**src/rtl/clk_ctrl_pkg.sv**
```systemverilog
// Shared definitions for the CPU clock controller: FSM state encoding and divider width.
package clk_ctrl_pkg;

   localparam int DIV_W = 32;

   typedef enum logic [1:0] {
      ST_HALT = 2'b00,
      ST_RUN  = 2'b01,
      ST_STEP = 2'b10
   } state_e;

endpackage

```
**src/rtl/btn_debounce.sv**
```systemverilog
// Step button conditioning: 2-flop synchronizer, optional stability filter, rising-edge pulse.
// The stability filter is built only when CPU_CLK_CTRL_DEBOUNCE_EN is defined.
module btn_debounce #(
   parameter int DEB_CYCLES = 1048576
) (
   input  logic clk_i,
   input  logic rst_ni,
   input  logic btn_i,
   output logic rise_o
);

   logic sync1_q, sync2_q, prev_q, lvl;

   if (DEB_CYCLES < 1) begin : g_deb_chk
      $error("btn_debounce: DEB_CYCLES must be at least 1");
   end

   always_ff @(posedge clk_i or negedge rst_ni) begin
      if (!rst_ni) begin
         sync1_q <= 1'b0;
         sync2_q <= 1'b0;
      end else begin
         sync1_q <= btn_i;
         sync2_q <= sync1_q;
      end
   end

`ifdef CPU_CLK_CTRL_DEBOUNCE_EN
   localparam int CW = $clog2(DEB_CYCLES + 1);

   logic [CW-1:0] cnt_q, cnt_d;
   logic          deb_q, deb_d;

   // The counter only advances while the synchronized input disagrees with the accepted level.
   always_comb begin
      cnt_d = '0;
      deb_d = deb_q;
      if (sync2_q != deb_q) begin
         if (cnt_q == CW'(DEB_CYCLES - 1)) deb_d = sync2_q;
         else                              cnt_d = cnt_q + 1'b1;
      end
   end

   always_ff @(posedge clk_i or negedge rst_ni) begin
      if (!rst_ni) begin
         cnt_q <= '0;
         deb_q <= 1'b0;
      end else begin
         cnt_q <= cnt_d;
         deb_q <= deb_d;
      end
   end

   assign lvl = deb_q;
`else
   assign lvl = sync2_q;
`endif

   always_ff @(posedge clk_i or negedge rst_ni) begin
      if (!rst_ni) prev_q <= 1'b0;
      else         prev_q <= lvl;
   end

   assign rise_o = lvl & ~prev_q;

endmodule

```
**src/rtl/cpu_clk_ctrl.sv**
```systemverilog
// CPU clock-enable controller: free-run divider, single-step and halt handling.
// Optional step-button debouncing is enabled with the CPU_CLK_CTRL_DEBOUNCE_EN macro.
module cpu_clk_ctrl
   import clk_ctrl_pkg::*;
#(
   parameter int FAST_DIV   = 2097152,
   parameter int SLOW_DIV   = 536870912,
   parameter int DEB_CYCLES = 1048576
) (
   input  logic             CLK,
   input  logic             RST_N,
   input  logic             RUN,
   input  logic             SW15,
   input  logic             STEP_BTN,
   input  logic             HALT_REQ,
   output logic             CPU_CE,
   output logic [1:0]       STATE,
   output logic             HALTED,
   output logic [DIV_W-1:0] CE_COUNT
);

   state_e           state_q;
   logic [DIV_W-1:0] div_q, ce_cnt_q, n_div;
   logic             ce_q, halted_q, sw_q, step_rise;

   if (FAST_DIV < 2 || SLOW_DIV < 2) begin : g_div_chk
      $error("cpu_clk_ctrl: FAST_DIV and SLOW_DIV must be at least 2");
   end

   btn_debounce #(
      .DEB_CYCLES(DEB_CYCLES)
   ) u_btn (
      .clk_i (CLK),
      .rst_ni(RST_N),
      .btn_i (STEP_BTN),
      .rise_o(step_rise)
   );

   assign n_div = SW15 ? DIV_W'(SLOW_DIV) : DIV_W'(FAST_DIV);

   // CE is registered, so each decision below shows up on CPU_CE one cycle after it is taken.
   always_ff @(posedge CLK or negedge RST_N) begin
      if (!RST_N) begin
         state_q  <= ST_HALT;
         div_q    <= '0;
         ce_cnt_q <= '0;
         ce_q     <= 1'b0;
         halted_q <= 1'b0;
         sw_q     <= 1'b0;
      end else begin
         sw_q     <= SW15;
         ce_q     <= 1'b0;
         ce_cnt_q <= ce_cnt_q + DIV_W'(ce_q);
         if (!RUN) halted_q <= 1'b0;
         case (state_q)
            ST_HALT: begin
               if (RUN && !HALT_REQ && !halted_q) begin
                  state_q <= ST_RUN;
                  div_q   <= '0;
               end else if (!RUN && step_rise) begin
                  state_q <= ST_STEP;
                  ce_q    <= 1'b1;
               end
            end
            ST_RUN: begin
               // A halt request outranks a coinciding divider terminal count.
               if (HALT_REQ) begin
                  state_q  <= ST_HALT;
                  halted_q <= 1'b1;
                  div_q    <= '0;
               end else if (!RUN) begin
                  state_q <= ST_HALT;
                  div_q   <= '0;
               end else if (SW15 != sw_q) begin
                  div_q <= '0;
               end else if (div_q == n_div - 1'b1) begin
                  div_q <= '0;
                  ce_q  <= 1'b1;
               end else begin
                  div_q <= div_q + 1'b1;
               end
            end
            ST_STEP: state_q <= ST_HALT;
            default: state_q <= ST_HALT;
         endcase
      end
   end

   assign CPU_CE   = ce_q;
   assign STATE    = state_q;
   assign HALTED   = halted_q;
   assign CE_COUNT = ce_cnt_q;

endmodule

```
**config.mk**
```make
export PLATFORM = sky130hd
export DESIGN_NAME = cpu_clk_ctrl
export DESIGN_NICKNAME = d
export VERILOG_FILES = /design/src/rtl/clk_ctrl_pkg.sv /design/src/rtl/btn_debounce.sv /design/src/rtl/cpu_clk_ctrl.sv
export SDC_FILE = /design/constraint.sdc
export NUM_CORES = 1
export LEC_CHECK = 0
export BUFFER_PORTS_ARGS = -buffer_cell sky130_fd_sc_hd__buf_2
export CORE_MARGIN = 2
export CORE_UTILIZATION = 40
export DETAILED_ROUTE_END_ITERATION = 7
export PLACE_DENSITY = 0.7
export SYNTH_ARGS = -nofsm -noshare
export SYNTH_HDL_FRONTEND = slang
export SYNTH_SLANG_ARGS = --single-unit
```
**constraint.sdc**
```tcl
create_clock -name CLK -period 4.7 [get_ports CLK]
set_input_delay 0.94 -clock CLK [delete_from_list [all_inputs] [get_ports CLK]]
set_output_delay 0.94 -clock CLK [all_outputs]
set_load 0.1 [all_outputs]
```
After elaboration in Yosys (flattened, before gate mapping)
Cells that the tools add are included.
Operators by class
  $add $sub $neg: 3
  equality and inequality tests: 6
  muxes and demuxes: 22
  bitwise gates (word level): 2
  reductions and logical operators: 10
Operators by type and width (count)
  $mux W32: 5
  $pmux W32 S2: 1
  $add A32 B1 Y32: 1
  $add A32 B1 Y32 const B: 1
  $eq A32 B32 Y1: 1
  $sub A30 B1 Y31 const B: 1
  $mux W30: 1
  $mux W1: 9
  $mux W2: 4
  $ne A3 B3 Y1 const B: 2
  $pmux W2 S2: 1
  $reduce_and A2 Y1: 2
  $logic_and A1 B1 Y1: 3
  $logic_not A1 Y1: 3
  $eq A2 B1 Y1 const B: 1
  $logic_not A2 Y1: 1
  $ne A2 B2 Y1 const B: 1
  $pmux W1 S2: 1
  $reduce_bool A2 Y1: 1
  $and A1 B1 Y1: 1
  $ne A1 B1 Y1: 1
  $not A1 Y1: 1
Storage, ports and cells
  flip-flop bits (word level): 72
  bits of input ports: 6
  output and inout bits: 36
  word-level logic and storage cells: 52

Longest topological paths before layout
  depth in word-level cells: 8
  mapped depth: 7
  depth with buffers taken out: 6

By module
Synthesis repeated with hierarchy kept, for this count alone.
Second synthesis, totals
  cells, all modules: 361
  area, all modules: 3555.9 sq um
By module, submodules not included
  cpu_clk_ctrl: times used 1, cells each 357, area each 3467.1 sq um, sequential area each 1726.7 sq um
  btn_debounce: times used 1, cells each 4, area each 88.8 sq um, sequential area each 75.1 sq um

Least setup slack after synthesis
Ideal clock, no wire load.
  path type: reg2reg
  start: reg ce_cnt_q[9], in the netlist CE_COUNT[9]
  end: reg ce_cnt_q[27], in the netlist CE_COUNT[27]
  library setup time: 0.158 ns
  arrival time: 2.480 ns
  required time: 4.542 ns
  path slack: 2.062 ns
  stages on the path, launching flop included: 6
  path buffers: 0
  period minus slack after synthesis: 2.638 ns
  cell sequence: dfrtp_1 > nand4_1 > or4_1 > nor3_1 > nand3_1 > xnor2_1
Between the ends
  cells in the longest elaborated chain, start to end: 1
Ends and longest elaborated chain
  start, declared: line cpu_clk_ctrl.sv:23  | logic [DIV_W-1:0] div_q, ce_cnt_q, n_div;
  start signal, assigned: line cpu_clk_ctrl.sv:53  | ce_cnt_q <= ce_cnt_q + DIV_W'(ce_q);
  $add A32 B1 Y32: line cpu_clk_ctrl.sv:53
Every way passes these cells.
A chain may end at the register's enable or synchronous reset.

Worst setup path in the final report
  start: in SW15
  end: reg div_q[5]
Between the ends
  cells in the longest elaborated chain, start to end: 8
  elaborated cells between the ends (all ways): 9
  classes of those cells: add/sub: 1; eq/ne: 2; mux: 6
Ends and longest elaborated chain
  start, declared: line cpu_clk_ctrl.sv:13  | input logic SW15,
  $mux W30: line cpu_clk_ctrl.sv:39  | assign n_div = SW15 ? DIV_W'(SLOW_DIV) : DIV_W'(FAST_DIV);
  $sub A30 B1 Y31: line cpu_clk_ctrl.sv:76  | end else if (div_q == n_div - 1'b1) begin
  $eq A32 B32 Y1: line cpu_clk_ctrl.sv:76
  $mux W32: line cpu_clk_ctrl.sv:76
  $mux W32 *: line cpu_clk_ctrl.sv:74  | end else if (SW15 != sw_q) begin
  $mux W32 *: line cpu_clk_ctrl.sv:71  | end else if (!RUN) begin
  $mux W32 *: line cpu_clk_ctrl.sv:67  | if (HALT_REQ) begin
  $pmux W32 S2 *: line cpu_clk_ctrl.sv:55  | case (state_q)
  end signal, assigned: line cpu_clk_ctrl.sv:80  | div_q <= div_q + 1'b1;
  end, declared: line cpu_clk_ctrl.sv:23
Every way passes the cells marked *; elsewhere a longest branch is shown, timed or not.

==> metrics.txt <==
ys flop type dfrtp_1; main combinational cell family by area after synthesis simple AND/OR/NAND/NOR gates; post-synthesis xor/xnor area fraction 8.56%; post-route ant nets 0; die area 9720 sq um; Setup Fix Bufs, Post-CTS 0; WL/cell 15.2 um; Synth Area in Compound Gates 12.4%; leak pwr 1.84 nW; synthesized cell area 3580 sq um; FILL cells 826; PwrDens 347 nW/um^2; Power, Total 1.43 mW; Tmin final 2580 ps; largest net degree at the start of global routing 49; io pins 42; first-pass GRT wire length 13.4 mm; Vias 2932; CTS root buf clkbuf_8; initial core utilization 41.1%; total number of yosys warnings 0; ant diodes 0; share of cells above drive strength 1 16.6%; post-synth cell types 47; Die Wd 98.6 um; Tcrit/Tclk final 55.0%; # DRC 0; Cell Chain, Critical Path buf_2, or4_4, a211oi_4, nand4_4, and2_1, a22o_1; met2 wire length 3.69 mm; CP startpoint kind input pin; Worst Path Buf+Inv 1; drt via density 5.66; core area 8720 sq um; status finished, final reports clean; Post-Synth Adder-Cell Area 1.05%; Total Neg Setup Slack 0 ps; met3 routed WL 371 um; clk buf depth 2; count of final setup violators 0; Initial DRC Count 160; unrepaired setup endpoints after global routing no; I/O Buffers 41; Final nets 414; syn nets 370; max_cap viols 0; hpwl dp 5.49 mm; Total Wirelength 7.88 mm; Synth Area per Inst 9.92 sq um; critical path peak fanout 16; clock buffer count from CTS 9; area share of the largest cell type after synthesis 50.3%; Max Clock Skew 9.57 ps; WP data arrival 2830 ps; register area 1800 sq um; GRT Overall Usage 17.0%; Mapped Cells 361; fmax 0.387 GHz; CP top delay family simple AND/OR/NAND/NOR gates; slowest stage delay, CP 560 ps; DR top layer met4; RePlAce Congestion 0.848; worst min path class register to register; Die Y 98.6 um; Area growth, synth to finish 14.8%; Critical Path RT 4940 ps; Clock Sinks 72; max_slew headroom 30.6%; largest area contributor in the synthesized netlist dfrtp_1; CTS Hold Bufs 0; H-tree Lvls 3; VDD IR max 0.184 mV; asr flop ratio synth 100%; Placement Rows 34; initial antenna violation count 0; Area contributors post-synth dfrtp_1 50%, xnor2_1 6.1%, nand2_1 5.0%; EDFF count, synth 0; Multi-input gate area 1710 sq um; vias in the first global route 2845; clock slew at reported path FFs 80 ps; CTS tree done; post-cts gate resize count 0; WL met1 3.69 mm; flip-flop and latch count after synthesis 72; final max-slew violation count 0; Simple-Gate Fraction of Synth Area 25.2%; critical path endpoint category register; worst-margin pin slew 1040 ps; Pre-Repair DR Iteration Count 4; critical path class input pin to register; mux share of post-synthesis cell area 0.559%; Worst path slowest cell or4_4; Hold Vio Cnt, Final 0; Worst-Skew Late Latency 360 ps; GRT overflow 0; register area share after synthesis 50.3%
[per-stage QoR]
stage                     hold WS [ps]  utilization (%)  cells  setup slack, ps  area, sq um
after floorplan                    331                -    361             2060         3580
after global placement             337             44.6    502             1810         3890
after detailed placement           346             44.6    502             1750         3890
after CTS                          364             47.1    518             2130         4110
after global routing               387             47.1    518             2020         4110
final                              357             47.1    518             2120         4110
[layout make-up]
| type | count | area share [%] |
|---|---|---|
| Sequential cell | 72 | 43.8 |
| Clock inverter | 6 | 2.25 |
| Inverter | 3 | 0.274 |
| Timing Repair Buffer | 44 | 5.54 |
| Tap cell | 108 | 3.29 |
| Clock buffer | 10 | 3.11 |
| Multi-Input combinational cell | 275 | 41.7 |
[final timing paths]
path | from | to | slack, ps | cells past startpoint
max | SW15 | div_q[5] | 2120 | 6
min | u_btn.sync1_q | u_btn.lvl | 360 | 0
max reg2reg | div_q[0] | div_q[5] | 2340 | 6
min reg2reg | u_btn.sync1_q | u_btn.lvl | 360 | 0
max in group asynchronous | RST_N | div_q[31] | 3020 | 2
min in group asynchronous | RST_N | CE_COUNT[12] | 770 | 1
[kinds of logic after synthesis]
group                      count (synthesis)
xor gates and xnor gates                  35
buffers and inverters                     14
adders and majority gates                  3
AOI/OAI and AO/OA                         63
DFF                                       72
and+or+nand+nor                          172
muxes                                      2
[synth_stat cells (all sizes together), types with 6 or more instances]
library cell and count:
a22o 6, a31o 7, and2 7, and3 11, clkbuf 7, dfrtp 72
nand2 48, nand3 26, nand4 24, nor2 23, nor3 12, o21ai 23
xnor2 25, xor2 10
[state kept, by name, indices dropped and copies added (netlist names)]
name	cells
STATE	2
HALTED	1
CE_COUNT	32
sw_q	1
div_q	32
u_btn.prev_q	1
u_btn.lvl	1
CPU_CE	1
u_btn.sync1_q	1
[placed cells by master (no fill, tap or decap), types with 3 or more instances in the layout]
cell type / synthesis / layout
dfrtp_1: 72 / 72
nand3_1: 26 / 26
o21ai_0: 23 / 23
nor3_1: 11 / 11
ha_1: 3 / 3
buf_2: 1 / 41
nor2b_1: 3 / 3
xnor2_1: 25 / 25
a22o_1: 6 / 6
a31o_1: 4 / 4
nor2_1: 23 / 23
nand4_1: 23 / 23
and4_1: 4 / 4
a31o_2: 3 / 3
and3_1: 11 / 11
o311ai_0: 3 / 3
nor4_1: 5 / 5
inv_1: 3 / 3
a21o_1: 3 / 3
xor2_1: 10 / 10
a31oi_1: 4 / 4
o31ai_1: 4 / 4
and2_1: 7 / 7
or4b_1: 3 / 3
nand2_1: 48 / 48
buf_4: 0 / 3
clkbuf_8: 0 / 9
[layer usage]
metal  global-route usage (%)  vias up
met5                        0        -
met1                     22.4     1422
li1                         -     1418
met4                     5.90        0
met2                     27.5       80
met3                     4.26       12
[report_power, final]
group          total (mW)  switching, mW  internal (mW)
combinational       0.216          0.183         0.0333
clock               0.549          0.247          0.302
sequential          0.660         0.0198          0.640
(Power assumes the default switching activity.)
